## src/rtl/dice_roller_if.sv

```systemverilog
// Signal bundle between a roll push-button source and the dice_roller core.
// The master drives the raw button; the slave (dice_roller) returns state and results.
interface dice_roller_if;
   logic       roll_in;
   logic       rolling;
   logic       roll_valid;
   logic [2:0] die1;
   logic [2:0] die2;
   logic [3:0] sum;

   modport master (
      output roll_in,
      input  rolling,
      input  roll_valid,
      input  die1,
      input  die2,
      input  sum
   );

   modport slave (
      input  roll_in,
      output rolling,
      output roll_valid,
      output die1,
      output die2,
      output sum
   );
endinterface

```

## src/rtl/dice_roller.sv

```systemverilog
// Two-dice roller: synchronized and debounced push-button, free-running die counters
// sampled when the button is released, result held until the next roll.
module dice_roller #(
   parameter int unsigned DEBOUNCE_CYCLES = 4
) (
   input logic          clock,
   input logic          reset,
   dice_roller_if.slave bus
);

   localparam int unsigned CntW = (DEBOUNCE_CYCLES > 2) ? $clog2(DEBOUNCE_CYCLES) : 1;
   localparam logic [CntW-1:0] CntMax = CntW'(DEBOUNCE_CYCLES - 1);

   typedef enum logic [1:0] {
      StIdle,
      StRolling,
      StReport
   } state_e;

   state_e          state_q, state_d;
   logic            sync1_q;
   logic            roll_s_q;
   logic            roll_db_q, roll_db_d;
   logic [CntW-1:0] cnt_q, cnt_d;
   logic [2:0]      die1c_q, die1c_d;
   logic [2:0]      die2c_q, die2c_d;
   logic [2:0]      die1_q, die2_q;
   logic [3:0]      sum_q;
   logic            latch;

   always_ff @(posedge clock or negedge reset) begin
      if (!reset) begin
         sync1_q  <= 1'b0;
         roll_s_q <= 1'b0;
      end else begin
         sync1_q  <= bus.roll_in;
         roll_s_q <= sync1_q;
      end
   end

   // Accept a new level only after DEBOUNCE_CYCLES consecutive disagreeing samples.
   always_comb begin
      roll_db_d = roll_db_q;
      cnt_d     = '0;
      if (roll_s_q != roll_db_q) begin
         if (cnt_q == CntMax) begin
            roll_db_d = roll_s_q;
         end else begin
            cnt_d = cnt_q + CntW'(1);
         end
      end
   end

   always_ff @(posedge clock or negedge reset) begin
      if (!reset) begin
         roll_db_q <= 1'b0;
         cnt_q     <= '0;
      end else begin
         roll_db_q <= roll_db_d;
         cnt_q     <= cnt_d;
      end
   end

   // die2c ticks once per full die1c revolution, giving 36 distinct pairs.
   always_comb begin
      die1c_d = (die1c_q == 3'd6) ? 3'd1 : die1c_q + 3'd1;
      die2c_d = die2c_q;
      if (die1c_q == 3'd6) begin
         die2c_d = (die2c_q == 3'd6) ? 3'd1 : die2c_q + 3'd1;
      end
   end

   always_ff @(posedge clock or negedge reset) begin
      if (!reset) begin
         die1c_q <= 3'd1;
         die2c_q <= 3'd1;
      end else begin
         die1c_q <= die1c_d;
         die2c_q <= die2c_d;
      end
   end

   always_comb begin
      state_d = state_q;
      latch   = 1'b0;
      unique case (state_q)
         StIdle: begin
            if (roll_db_q) state_d = StRolling;
         end
         StRolling: begin
            if (!roll_db_q) begin
               state_d = StReport;
               latch   = 1'b1;
            end
         end
         StReport: state_d = StIdle;
         default:  state_d = StIdle;
      endcase
   end

   always_ff @(posedge clock or negedge reset) begin
      if (!reset) begin
         state_q <= StIdle;
      end else begin
         state_q <= state_d;
      end
   end

   always_ff @(posedge clock or negedge reset) begin
      if (!reset) begin
         die1_q <= 3'd0;
         die2_q <= 3'd0;
         sum_q  <= 4'd0;
      end else if (latch) begin
         die1_q <= die1c_q;
         die2_q <= die2c_q;
         sum_q  <= {1'b0, die1c_q} + {1'b0, die2c_q};
      end
   end

   assign bus.rolling    = (state_q == StRolling);
   assign bus.roll_valid = (state_q == StReport);
   assign bus.die1       = die1_q;
   assign bus.die2       = die2_q;
   assign bus.sum        = sum_q;

   a_die_range: assert property (@(posedge clock) disable iff (!reset)
      (die1c_q inside {[3'd1:3'd6]}) && (die2c_q inside {[3'd1:3'd6]}));

   a_valid_pulse: assert property (@(posedge clock) disable iff (!reset)
      bus.roll_valid |=> !bus.roll_valid);

endmodule

```

## src/flat_wrapper.sv

```systemverilog
// flat-port wrapper written by rule: the top's interface ports become plain ports
module dice_roller_flat 
#(
   parameter int unsigned DEBOUNCE_CYCLES = 4
)
  (clock, reset, bus_roll_in, bus_rolling, bus_roll_valid, bus_die1, bus_die2, bus_sum);
  dice_roller_if bus_i ();
  input logic clock;
  input logic reset;
  input wire logic [$bits(bus_i.roll_in)-1:0] bus_roll_in;
  output wire logic [$bits(bus_i.rolling)-1:0] bus_rolling;
  output wire logic [$bits(bus_i.roll_valid)-1:0] bus_roll_valid;
  output wire logic [$bits(bus_i.die1)-1:0] bus_die1;
  output wire logic [$bits(bus_i.die2)-1:0] bus_die2;
  output wire logic [$bits(bus_i.sum)-1:0] bus_sum;
  assign bus_i.roll_in = bus_roll_in;
  assign bus_rolling = bus_i.rolling;
  assign bus_roll_valid = bus_i.roll_valid;
  assign bus_die1 = bus_i.die1;
  assign bus_die2 = bus_i.die2;
  assign bus_sum = bus_i.sum;
  dice_roller #(.DEBOUNCE_CYCLES(DEBOUNCE_CYCLES)) u_core (.clock(clock), .reset(reset), .bus(bus_i));
endmodule
```

## config.mk

```make
export PLATFORM = sky130hd
export DESIGN_NAME = dice_roller_flat
export DESIGN_NICKNAME = d
export VERILOG_FILES = /design/src/rtl/dice_roller_if.sv /design/src/rtl/dice_roller.sv /design/src/flat_wrapper.sv
export SDC_FILE = /design/constraint.sdc
export NUM_CORES = 1
export LEC_CHECK = 0
export BUFFER_PORTS_ARGS = -buffer_cell sky130_fd_sc_hd__buf_2
export CAP_MARGIN = 30
export CORE_UTILIZATION = 57
export CTS_CLUSTER_SIZE = 12
export DETAILED_ROUTE_END_ITERATION = 8
export GPL_ROUTABILITY_DRIVEN = 0
export MAX_ROUTING_LAYER = met4
export PLACE_DENSITY = 0.89
export SLEW_MARGIN = 25
export SYNTH_ARGS = -nofsm -noshare
export SYNTH_HDL_FRONTEND = slang
export SYNTH_SLANG_ARGS = --single-unit
```

## constraint.sdc

```tcl
create_clock -name clock -period 4.3 [get_ports clock]
set_input_delay 0.645 -clock clock [delete_from_list [all_inputs] [get_ports clock]]
set_output_delay 0.645 -clock clock [all_outputs]
set_load 0.005 [all_outputs]
```

Word-level counts from Yosys, hierarchy flattened --
Cells that the tools add are included.
Operators by class: add/sub/neg operators 4, equality and inequality tests 8, muxes and demuxes 9, reductions and logical operators 3
Operators by type and width (count):
- 2-bit 2-to-1 mux | 4
- 3-bit by 1-bit adder with 3-bit output (second input constant) | 2
- 3-bit == test (second input constant) | 2
- 3-bit 2-to-1 mux | 2
- 3-bit by 3-bit adder with 4-bit output | 1
- 2-bit == test (second input constant) | 2
- 2-bit one-hot mux with 2 select lines | 1
- 2-bit AND reduction | 2
- 2-bit by 1-bit adder with 2-bit output (second input constant) | 1
- 2-bit by 1-bit == test with 1-bit output (second input constant) | 1
- 2-bit logical NOT | 1
- 1-bit 2-to-1 mux | 2
- 2-bit by 1-bit != test with 1-bit output (second input constant) | 1
- 2-bit != test (second input constant) | 1
- 1-bit != test | 1
Storage, ports and cells: register bits after elaboration 23, input port bits 3, output and inout port bits 12, logic and storage cells 34

Logic depth before layout (Yosys ltp) --
depth in word-level cells 3, gate-level depth with buffers 5, gate-level depth less buffers 5

Worst setup path after synthesis --
No wires, ideal clock.
path kind reg-to-reg, start register u_core.die2c_q[0], end register u_core.sum_q[2] (netlist: u_core.bus.sum[2]), library setup time 0.083 ns, arrival 1.369 ns, required time 4.217 ns, setup slack 2.848 ns, stages on the path, launching flop included 6, buffers on the path 0, period minus slack after synthesis 1.452 ns, path through dfstp_2 -> ha_1 -> inv_1 -> fa_1 -> xor2_1 -> o21ai_0
Between the ends: longest elaborated chain between the ends 1
RTL lines:
- from (decl) | line dice_roller.sv:26 | logic [2:0] die2c_q, die2c_d;
- from (signal assigned) | line dice_roller.sv:79 | die2c_q <= die2c_d;
- 3-bit by 3-bit adder with 4-bit output | line dice_roller.sv:117 | sum_q <= {1'b0, die1c_q} + {1'b0, die2c_q};
- to (signal assigned) | line dice_roller.sv:117
- to (decl) | line dice_roller.sv:28 | logic [3:0] sum_q;
No other way between the ends. A chain may end at the register's enable or synchronous reset.

Worst setup path after layout --
start register u_core.state_q[1], end output port bus_roll_valid
Between the ends: longest elaborated chain between the ends 1
RTL lines:
- from (decl) | line dice_roller.sv:20 | state_e state_q, state_d;
- from (signal assigned) | line dice_roller.sv:103 | state_q <= StIdle;
- from (signal assigned) | line dice_roller.sv:105 | state_q <= state_d;
- 2-bit == test | line dice_roller.sv:122 | assign bus.roll_valid = (state_q == StReport);
- to (decl) | line flat_wrapper.sv:12 | output wire logic [$bits(bus_i.roll_valid)-1:0] bus_roll_valid;
No other way between the ends.

==> metrics.yaml <==
timing:
  setup_viol: 0
  slew_headroom_pct: 59.8
  drv_slew: 0
  hold_viol: 0
  fin_tns_setup_ps: 0
  min_period_ps: 1610
  tightest_slew_ps: 603
  min_period_over_period_pct: 37.4
  timing.fmax_mhz: 622
  fin_worst_skew_ps: 4.60
  rsz0062_at_grt: "false"
worst_setup_path:
  crit_fanout: 4
  crit_required_ps: 3650
  critical_path.endpoint_type: "primary output"
  setup.worst_path.start_class: "flip-flop"
  cp_data_arrival_time_ps: 960
  critPathKind: "reg -> out"
route:
  dr.pass1.iters: 6
  vias: 647
  post-route-drc-count: 3
  wl_um: 1610
  vias_per_cell: 5.68
  ant_nets: 0
  wl_per_cell_um: 14.1
  drt_iter0_markers: 12
floorplan:
  num_rows: 14
  die_width_um: 43.4
  io_pins: 15
  die_h_um: 43.4
  die_area_um2: 1880
  start_util_pct: 62.5
  coreArea_um2: 1560
hold_path:
  hp-class: "in -> async"
placed_design:
  post-place-cells: 110
  port_buffers: 14
  dp_hpwl_um: 1200
  place_area_um2: 1030
grt:
  antenna_found_initial: 0
  grt_overflow: 0
  track_usage_pct: 21.7
  grt_pass1_wl_um: 2770
  grt_max_degree: 24
  first_global_vias: 620
layout:
  final_area_um2: 1060
  nets: 107
  multi_input_area_um2: 345
  register_area_um2: 578
  antenna_cells: 0
  fin_util_pct: 68.0
  drive_gt1_share_pct: 28.6
  final.fill_count: 120
  area_delta_synth_final_pct: 8.73
  fin_cells: 114
power:
  p_per_area_nw_per_um2: 585
  p_leak_nw: 0.538
  irDropWorstVdd_v: 0.000411
clocking:
  cts-root-buf: "clkbuf_4"
  cts_buffer_depth: 2
  post_cts_buffers: 0
  cts.sinks: 23
  clk_pin_slew_ps: 110
  cts_resized: 0
  clk_latency_ps: 300
  cts_made_buffers: 3
  htree_levels: 1
  ctsHoldBuffers: 0
  cts_tree: "built"
synthesis:
  yosys_warnings: 0
  ys_ff_latch: 23
  synth.largest_area_cell: "dfrtp_1"
  syn_area_um2: 975
  syn_avg_cell_area_um2: 11.9
  synthArstFlopShare_pct: 100
  synth_area_leaders: "dfrtp_1 54%, nand2_1 6.2%, dfstp_2 5.4%, ha_1 5.1%, o21ai_2 3.6%"
  synthCells: 82
  yosys_most_used_dff: "dfrtp_1"
  yosys.area.top_type_share_pct: 53.9
  yosysSeqAreaShare_pct: 59.3
  syn_nets: 90
  ys_types: 27
  synth_edf_count: 0
run_status:
  status: "finished, violations left"
  failed_checks: "design-rule violations"
flow_run:
  maxCapViolCount: 0
==> critical path, stage by stage, from the launching register on <==
cell and delay, ps:
dfrtp_1 420, nor2b_1 130, buf_2 120
==> layer usage <==
metal	wire, µm	vias to the layer above	GRT usage, %
met5	0	-	-
met3	73	7	3.33
li1	-	302	-
met2	783	23	33.3
met4	53	0	13.1
met1	700	315	27.2
==> sequential cells by signal, indices dropped and copies added (netlist names) <==
register,count
u_core.die1c_q,3
u_core.bus.sum,4
u_core.die2c_q,3
u_core.bus.die1,3
u_core.roll_db_q,1
u_core.sync1_q,1
u_core.bus.die2,3
u_core.state_q,2
u_core.cnt_q,2
u_core.roll_s_q,1
==> synthesized netlist by cell type (2+ instances only) <==
cell type	instances
dfrtp_1	21
nand2_1	16
o21ai_0	5
ha_1	4
inv_1	4
nor2b_1	4
o21ai_2	4
dfstp_2	2
nand2_2	2
nor2_1	2
xnor2_1	2
==> cell usage in the layout, fill, tap and decap left out, drive strengths merged <==
master and instances:
or3b 1, mux2i 1, xor2 1, nor3 1, a21o 1, or3 1, buf 14, inv 4
a21oi 2, nand2 18, xnor2 2, dfstp 2, fa 1, ha 4, nor2 2, clkinv 1
nand4 1, o31ai 1, clkbuf 4, dfrtp 21, mux2 1, nand3b 1, nor2b 4, o21ai 9
==> stage by stage <==
| stage | total power, mW | hold slack (ps) | setup WS [ps] |
|---|---|---|---|
| after floorplan | 0.475 | 331 | 2850 |
| after global placement | 0.520 | 332 | 2780 |
| after detailed placement | 0.533 | 341 | 2700 |
| after CTS | 0.628 | 293 | 2680 |
| after global routing | 0.673 | 315 | 2590 |
| final | 0.620 | 283 | 2690 |
==> logic make-up after synthesis <==
kind of cell	synth area share (%)
flip-flops	59.3
buffers and inverters	5.26
AO/OA/AOI/OAI	9.11
multiplexers	2.18
AND/OR/NAND/NOR	14.2
XOR/XNOR	2.70
adder cells (fa/ha/maj)	7.19
==> power by group <==
group / switching [mW] / internal, mW / total (mW) / leakage, nW
registers: 0.0389 / 0.286 / 0.324 / 0.281
logic: 0.107 / 0.0943 / 0.202 / 0.242
clock network: 0.0573 / 0.0362 / 0.0935 / 0.0150
total: 0.204 / 0.416 / 0.620 / 0.538
==> worst paths after layout <==
kind / slack [ps] / depth (start not counted) / end / from
setup / recovery: 2690 / 2 / bus_roll_valid / u_core.state_q[1]$_DFFE_PN0P_
hold / removal: 280 / 1 / u_core.die2c_q[2]$_DFFE_PN0N_ / reset
setup reg to reg: 2700 / 5 / u_core.bus.sum[2]$_DFFE_PN0P_ / u_core.die2c_q[0]$_DFFE_PN1N_
hold reg to reg: 370 / 0 / u_core.roll_s_q$_DFF_PN0_ / u_core.sync1_q$_DFF_PN0_
max in group asynchronous: 3670 / 1 / u_core.die1c_q[0]$_DFF_PN1_ / reset
min in group clock: 370 / 0 / u_core.roll_s_q$_DFF_PN0_ / u_core.sync1_q$_DFF_PN0_
==> layout make-up <==
| cell class | count | area share [%] |
|---|---|---|
| clock buffers | 4 | 2.48 |
| inverters | 5 | 1.89 |
| multi-input cells | 52 | 32.6 |
| flip-flops and latches | 23 | 54.5 |
| well taps | 16 | 1.89 |
| repair buffers | 14 | 6.61 |
Power figures use the tool's default switching activity.
